--- src/rtl/hall_call_dispatcher.sv ---
`default_nettype none
// ============================================================================
// Module      : hall_call_dispatcher
// Description : Latches up/down hall-call buttons into a call table, scans the
//               table round-robin, picks the cheapest enabled lift for each
//               unassigned call and offers it over a valid/ready handshake.
//               A call clears when its owning lift opens doors at its floor.
// Revision    : 1.0 - initial release
// ============================================================================
module hall_call_dispatcher #(
    parameter  int N_FLOORS = 12,
    parameter  int N_LIFTS  = 10,
    localparam int FW       = $clog2(N_FLOORS),
    localparam int LW       = $clog2(N_LIFTS)
) (
    input  logic                          clk,
    input  logic                          reset,
    input  logic [N_FLOORS-1:0]           up_rqst,
    input  logic [N_FLOORS-1:0]           dn_rqst,
    input  logic [N_LIFTS-1:0][FW-1:0]    lift_floor,
    input  logic [N_LIFTS-1:0]            direction,
    input  logic [N_LIFTS-1:0]            motion,
    input  logic [N_LIFTS-1:0]            door_open,
    input  logic [N_LIFTS-1:0]            lift_enable,
    output logic                          assign_valid,
    input  logic                          assign_ready,
    output logic [LW-1:0]                 assign_lift,
    output logic [FW-1:0]                 assign_floor,
    output logic                          assign_up,
    output logic [N_FLOORS-1:0]           pending_up,
    output logic [N_FLOORS-1:0]           pending_dn
);

    // Call table: entries 0..N_FLOORS-1 are up calls, the rest are down calls.
    localparam int                   NC         = 2 * N_FLOORS;
    localparam int                   CW         = $clog2(NC);
    localparam int                   CSTW       = FW + 1;
    localparam logic [N_FLOORS-1:0]  UP_MASK    = {1'b0, {(N_FLOORS-1){1'b1}}};
    localparam logic [N_FLOORS-1:0]  DN_MASK    = {{(N_FLOORS-1){1'b1}}, 1'b0};
    localparam logic [CSTW-1:0]      PENALTY    = CSTW'(N_FLOORS);
    localparam logic [FW-1:0]        LAST_FLOOR = FW'(N_FLOORS - 1);

    typedef enum logic [1:0] {
        ST_IDLE  = 2'd0,
        ST_SCAN  = 2'd1,
        ST_EVAL  = 2'd2,
        ST_OFFER = 2'd3
    } state_t;

    state_t             state_q;
    logic               valid_q;
    logic [LW-1:0]      lift_q;
    logic [FW-1:0]      floor_q;
    logic               up_q;

    // Scan pointer kept as {direction, floor} so no division is ever needed.
    logic               ptr_dn_q;
    logic [FW-1:0]      ptr_fl_q;
    logic               w_ptr_dn_nxt;
    logic [FW-1:0]      w_ptr_fl_nxt;
    logic [CW-1:0]      w_ptr_idx;

    logic [NC-1:0]      pend_q, pend_d;
    logic [NC-1:0]      asg_q,  asg_d;
    logic [LW-1:0]      owner_q [NC];
    logic [LW-1:0]      owner_d [NC];

    logic [NC-1:0]      w_req;
    logic [NC-1:0]      w_clr;
    logic [NC-1:0]      w_revert;
    logic [NC-1:0]      w_unasg;
    logic [NC-1:0]      w_unasg_d;

    logic [CSTW-1:0]    w_cost [N_LIFTS];
    logic [N_LIFTS-1:0] w_door_here;
    logic               w_found;
    logic [LW-1:0]      w_best_lift;
    logic [CSTW-1:0]    w_best_cost;
    logic               w_offer_clr;
    logic               w_accept;

    assign w_req        = {dn_rqst & DN_MASK, up_rqst & UP_MASK};
    assign w_ptr_idx    = (ptr_dn_q ? CW'(N_FLOORS) : CW'(0)) + CW'(ptr_fl_q);
    assign w_ptr_fl_nxt = (ptr_fl_q == LAST_FLOOR) ? '0 : ptr_fl_q + 1'b1;
    assign w_ptr_dn_nxt = (ptr_fl_q == LAST_FLOOR) ? ~ptr_dn_q : ptr_dn_q;
    assign w_unasg      = pend_q & ~asg_q;
    assign w_unasg_d    = pend_d & ~asg_d;

    // The offered call disappears if any lift opens doors at its floor.
    assign w_offer_clr  = (state_q == ST_OFFER) && (|w_door_here);
    assign w_accept     = (state_q == ST_OFFER) && assign_ready && !w_offer_clr;

    // Per-entry clear (owner serving the floor) and revert (owner disabled).
    for (genvar c = 0; c < NC; c++) begin : g_entry
        localparam logic [FW-1:0] ENT_FLOOR = FW'(c % N_FLOORS);
        assign w_clr[c]    = pend_q[c] & asg_q[c] & door_open[owner_q[c]]
                           & (lift_floor[owner_q[c]] == ENT_FLOOR);
        assign w_revert[c] = asg_q[c] & ~lift_enable[owner_q[c]];
    end

    // Per-lift cost toward the call under the scan pointer.
    for (genvar l = 0; l < N_LIFTS; l++) begin : g_lift
        logic [CSTW-1:0] w_lf;
        logic [CSTW-1:0] w_fl;
        logic [CSTW-1:0] w_dist;
        logic            w_away;
        logic            w_pen;
        assign w_lf           = {1'b0, lift_floor[l]};
        assign w_fl           = {1'b0, ptr_fl_q};
        assign w_dist         = (w_lf >= w_fl) ? (w_lf - w_fl) : (w_fl - w_lf);
        assign w_away         = direction[l] ? (w_lf > w_fl) : (w_lf < w_fl);
        assign w_pen          = motion[l] & (w_away | (direction[l] != ~ptr_dn_q));
        assign w_cost[l]      = w_dist + (w_pen ? PENALTY : '0);
        assign w_door_here[l] = door_open[l] & (lift_floor[l] == ptr_fl_q);
    end

    // Minimum-cost enabled lift; strict compare keeps the lowest index on ties.
    always_comb begin
        w_found     = 1'b0;
        w_best_lift = '0;
        w_best_cost = '1;
        for (int l = 0; l < N_LIFTS; l++) begin
            if (lift_enable[l] && (!w_found || (w_cost[l] < w_best_cost))) begin
                w_found     = 1'b1;
                w_best_cost = w_cost[l];
                w_best_lift = LW'(l);
            end
        end
    end

    // Next call-table state: set, revert, accept, then clear (clear wins).
    always_comb begin
        pend_d = pend_q;
        asg_d  = asg_q;
        for (int c = 0; c < NC; c++) begin
            owner_d[c] = owner_q[c];
            if (w_req[c] && !pend_q[c]) begin
                pend_d[c] = 1'b1;
                asg_d[c]  = 1'b0;
            end
            if (w_revert[c]) begin
                asg_d[c] = 1'b0;
            end
            if (w_accept && (CW'(c) == w_ptr_idx)) begin
                asg_d[c]   = 1'b1;
                owner_d[c] = lift_q;
            end
            if (w_clr[c] || (w_offer_clr && (CW'(c) == w_ptr_idx))) begin
                pend_d[c] = 1'b0;
                asg_d[c]  = 1'b0;
            end
        end
    end

    // Call table registers.
    always_ff @(posedge clk) begin
        if (reset) begin
            pend_q <= '0;
            asg_q  <= '0;
            for (int c = 0; c < NC; c++) begin
                owner_q[c] <= '0;
            end
        end else begin
            pend_q <= pend_d;
            asg_q  <= asg_d;
            for (int c = 0; c < NC; c++) begin
                owner_q[c] <= owner_d[c];
            end
        end
    end

    // Dispatch FSM with registered offer outputs.
    always_ff @(posedge clk) begin
        if (reset) begin
            state_q  <= ST_IDLE;
            ptr_dn_q <= 1'b0;
            ptr_fl_q <= '0;
            valid_q  <= 1'b0;
            lift_q   <= '0;
            floor_q  <= '0;
            up_q     <= 1'b0;
        end else begin
            case (state_q)
                ST_IDLE: begin
                    if (|w_unasg_d) begin
                        state_q <= ST_SCAN;
                    end
                end
                ST_SCAN: begin
                    if (w_unasg[w_ptr_idx]) begin
                        state_q <= ST_EVAL;
                    end else if (!(|w_unasg)) begin
                        state_q <= ST_IDLE;
                    end else begin
                        ptr_dn_q <= w_ptr_dn_nxt;
                        ptr_fl_q <= w_ptr_fl_nxt;
                    end
                end
                ST_EVAL: begin
                    if (w_found) begin
                        lift_q  <= w_best_lift;
                        floor_q <= ptr_fl_q;
                        up_q    <= ~ptr_dn_q;
                        valid_q <= 1'b1;
                        state_q <= ST_OFFER;
                    end else begin
                        ptr_dn_q <= w_ptr_dn_nxt;
                        ptr_fl_q <= w_ptr_fl_nxt;
                        state_q  <= ST_SCAN;
                    end
                end
                ST_OFFER: begin
                    if (w_offer_clr || assign_ready) begin
                        valid_q  <= 1'b0;
                        ptr_dn_q <= w_ptr_dn_nxt;
                        ptr_fl_q <= w_ptr_fl_nxt;
                        state_q  <= ST_SCAN;
                    end
                end
                default: begin
                    state_q <= ST_IDLE;
                end
            endcase
        end
    end

    assign assign_valid = valid_q;
    assign assign_lift  = lift_q;
    assign assign_floor = floor_q;
    assign assign_up    = up_q;
    assign pending_up   = pend_q[N_FLOORS-1:0];
    assign pending_dn   = pend_q[NC-1:N_FLOORS];

endmodule
`default_nettype wire

--- config.mk ---
export PLATFORM = sky130hd
export DESIGN_NAME = hall_call_dispatcher
export DESIGN_NICKNAME = d
export VERILOG_FILES = /design/src/rtl/hall_call_dispatcher.sv
export SDC_FILE = /design/constraint.sdc
export NUM_CORES = 1
export LEC_CHECK = 0
export CAP_MARGIN = 20
export CORE_UTILIZATION = 25
export CTS_BUF_LIST = sky130_fd_sc_hd__clkbuf_2
export DETAILED_ROUTE_END_ITERATION = 16
export SLEW_MARGIN = 10
export SYNTH_ARGS = -nofsm -noshare
export SYNTH_HDL_FRONTEND = slang
export SYNTH_SLANG_ARGS = --single-unit
--- constraint.sdc ---
create_clock -name clk -period 23.3 [get_ports clk]
set_input_delay 4.66 -clock clk [delete_from_list [all_inputs] [get_ports clk]]
set_output_delay 4.66 -clock clk [all_outputs]
set_load 0.03 [all_outputs]
==> flow_summary.yaml <==
timing:
  setup_viol: 0
  hold_viol_final: 0
  post-route-min-period_ns: 21.92
  period_share: 0.9408
  fin_skew_ns: 0.06109
  tns_ns: 0
  slew_headroom: 0.3030
  fmax_mhz: 45.62
  postLayoutSetupSlackWorst_ns: 1.379
  rsz0062_at_grt: "false"
  worst_pin_slew_ns: 1.045
  drv_slew: 0
drt:
  drt-total-wl_mm: 74.09
  viasPerCell: 5.550
  first_pass_iters: 6
  routedWlPerCell_um: 22.66
  vias: 18140
  drc_errors: 0
  drt_iter0_drc: 2092
  antenna_left: 0
cts:
  cts_hold_buf: 0
  htree_levels: 4
  post_cts_buffers: 0
  cts.sinks: 161
  cts_buffers: 17
  cts_tree: "yes"
  clockBufferDepth: 2
  clock-root-buffer: "clkbuf_2"
  clk_latency_ns: 0.84
  clk_pin_slew_ns: 0.29
cells_and_area:
  syn2layout_area_growth_pct: 14.36
  nets: 2588
  drive_gt1_frac: 0.09884
  ff_latch_area_sq_um: 3224
  multi_input_comb_area_sq_um: 13640
  fillCellCount: 7718
  final_cell_mix: "nor2_1, nand2_1, a21oi_1"
  layout_commonest_cell: "nor2_1"
power_and_ir_drop:
  p_comb_frac: 0.653
  power_frac_seq: 0.224
  ir_worst_vdd_mv: 0.05972
  p_per_area_nw_per_um2: 62.86
  p_int_mw: 0.6745
  clkPwrFrac: 0.123
  leakage_nw: 7.543
  switching_share: 0.4759
  power.switching_mw: 0.6124
grt:
  grt_use_met2: 0.3282
  grt_overflow: 0
  grt_use_total: 0.1975
  antenna_found_initial: 4
  grt_max_degree: 93
  grt_use_met3: 0.03072
  grt_pass1_vias: 17050
  use_met1: 0.2492
  grt_pass1_wl_mm: 109.1
  grt-busiest-layer: "met2"
synthesis:
  yosysTopAreaCell: "dfxtp_1"
  synthArstFlopShare: 0
  synth_area_per_cell_sq_um: 7.939
  syn-cell-area_sq_um: 17900
  synth.distinct_cells: 93
  synth_nets: 2529
  synth-seq-cells: 161
  synthCells: 2255
  ys_warn_count: 0
  synth_edf_count: 0
  synth_top_area_frac: 0.1800
  synth_area_leaders: "dfxtp_1, mux4_2, ha_1, mux2i_1, a21oi_1"
  synthFlopType: "dfxtp_1"
  synth-seq-area-share: 0.1800
worst_setup_path:
  cp.required_ns: 24.01
  critPathCaptureType: "flip-flop"
  cp_slowest_cell: "clkdlybuf4s50_1"
  criticalPathCategory: "in2reg"
  slowest_delay_ns: 0.60
  worstSetupStartpointType: "primary input"
  arrival_ns: 22.63
  crit_path_max_fanout: 9
place:
  place_congestion: 1.007
  dp_slack_ns: 0.5720
  io_buffers: 138
  hpwl_mm: 57.48
floorplanning:
  die-area_sq_um: 72680
  io_pins: 141
  core_sq_um: 70390
  die_w_um: 269.6
  die-height_um: 269.6
  start_util: 0.2543
  num_rows: 97
hold_path:
  hp-class: "reg2reg"
flow_run:
  drv_cap: 0
status:
  status: "complete, no violations"
-- worst paths after layout --
kind                 startpoint        endpoint  slack [ns]  cells after the start
setup / recovery  lift_floor[2]  assign_lift[1]        1.38                     87
setup reg to reg    ptr_fl_q[2]  assign_lift[1]        4.63                     83
hold / removal         asg_q[1]        asg_q[1]        0.52                      2
hold reg to reg        asg_q[1]        asg_q[1]        0.52                      2
-- synthesized netlist by cell type (all sizes together) (9+ instances only) --
cell type and instances:
a211oi 12, a21o 38, a21oi 175, a31oi 28
and2 9, and3 12, and3b 9, and4 14
buf 14, clkbuf 124, dfxtp 161, fa 31
ha 136, inv 139, mux2 24, mux2i 104
mux4 88, nand2 187, nand2b 54, nand3 80
nand3b 17, nand4 23, nor2 221, nor2b 40
nor3 81, nor3b 22, nor4 17, o211ai 13
o21a 12, o21ai 163, o21bai 9, o22ai 24
o31ai 9, or2 14, or3 14, xnor2 23
-- power groups by stage --
| stage | Sequential (mW) | Combinational, mW | Clock [mW] |
|---|---|---|---|
| after global routing | 0.289 | 0.941 | 0.170 |
| after CTS | 0.288 | 0.826 | 0.158 |
| after detailed placement | 0.293 | 0.822 | 0 |
| final | 0.288 | 0.841 | 0.158 |
| after global placement | 0.293 | 0.814 | 0 |
| after floorplan | 0.299 | 0.577 | 0 |
-- routing by layer --
layer	vias to the layer above	wire, um
met5	-	13
met4	2	3808
met3	159	5464
met2	817	34600
met1	8798	30200
li1	8366	-
-- cell type report --
type                    count  share of cell area
multi-input cells        1816              0.6664
flip-flops and latches    161              0.1575
repair buffers            178             0.08201
well taps                 940             0.05745
inverters                 140             0.02567
clock inverters            14            0.006356
clock buffers              18            0.004400
diodes                      2           0.0002445
-- logic make-up (layout without fill, tap and decap cells) --
logic type | count (synthesis) | count (layout) | synth area share
AO/OA/AOI/OAI | 576 | 576 | 0.2009
buffers and inverters | 278 | 350 | 0.05906
AND/OR/NAND/NOR | 825 | 825 | 0.2297
flip-flops | 161 | 161 | 0.1800
XOR/XNOR | 31 | 31 | 0.01559
adder cells (fa/ha/maj) | 168 | 168 | 0.1303
other | 0 | 2 | 0
multiplexers | 216 | 216 | 0.1844
-- sequential cells by signal, summed over array words and instances, names as in the netlist --
signal / count
state_q: 2
ptr_dn_q: 1
assign_up: 1
ptr_fl_q: 4
owner_q: 96
assign_lift: 4
pend_q: 24
assign_valid: 1
asg_q: 24
assign_floor: 4
-- critical path, delay by kind of cell --
kind	cells	cell delay [ns]
simple gates	18	3.07
compound gates	41	7.59
buf+inv	8	1.36
fa+ha+maj	13	4.09
xor+xnor	1	0.15
mux	6	1.69
-- metrics by stage --
stage | cell area [sq um] | instances | util | hold slack (ns) | total power [mW]
floorplan | 17900 | 2255 | - | 0.4628 | 0.8760
global placement | 20230 | 3235 | 0.2873 | 0.4684 | 1.107
detailed placement | 20230 | 3235 | 0.2873 | 0.4811 | 1.115
CTS | 20450 | 3267 | 0.2905 | 0.5283 | 1.272
global route | 20470 | 3269 | 0.2908 | 0.5538 | 1.400
finish | 20470 | 3269 | 0.2908 | 0.5203 | 1.287
-- repair_timing --
| item | in CTS | in global routing |
|---|---|---|
| endpoints found under the hold margin | 0 | 0 |
| endpoints found under the setup margin | 0 | 2 |
| resized for setup | 0 | 4 |
Power figures use the tool's default switching activity.
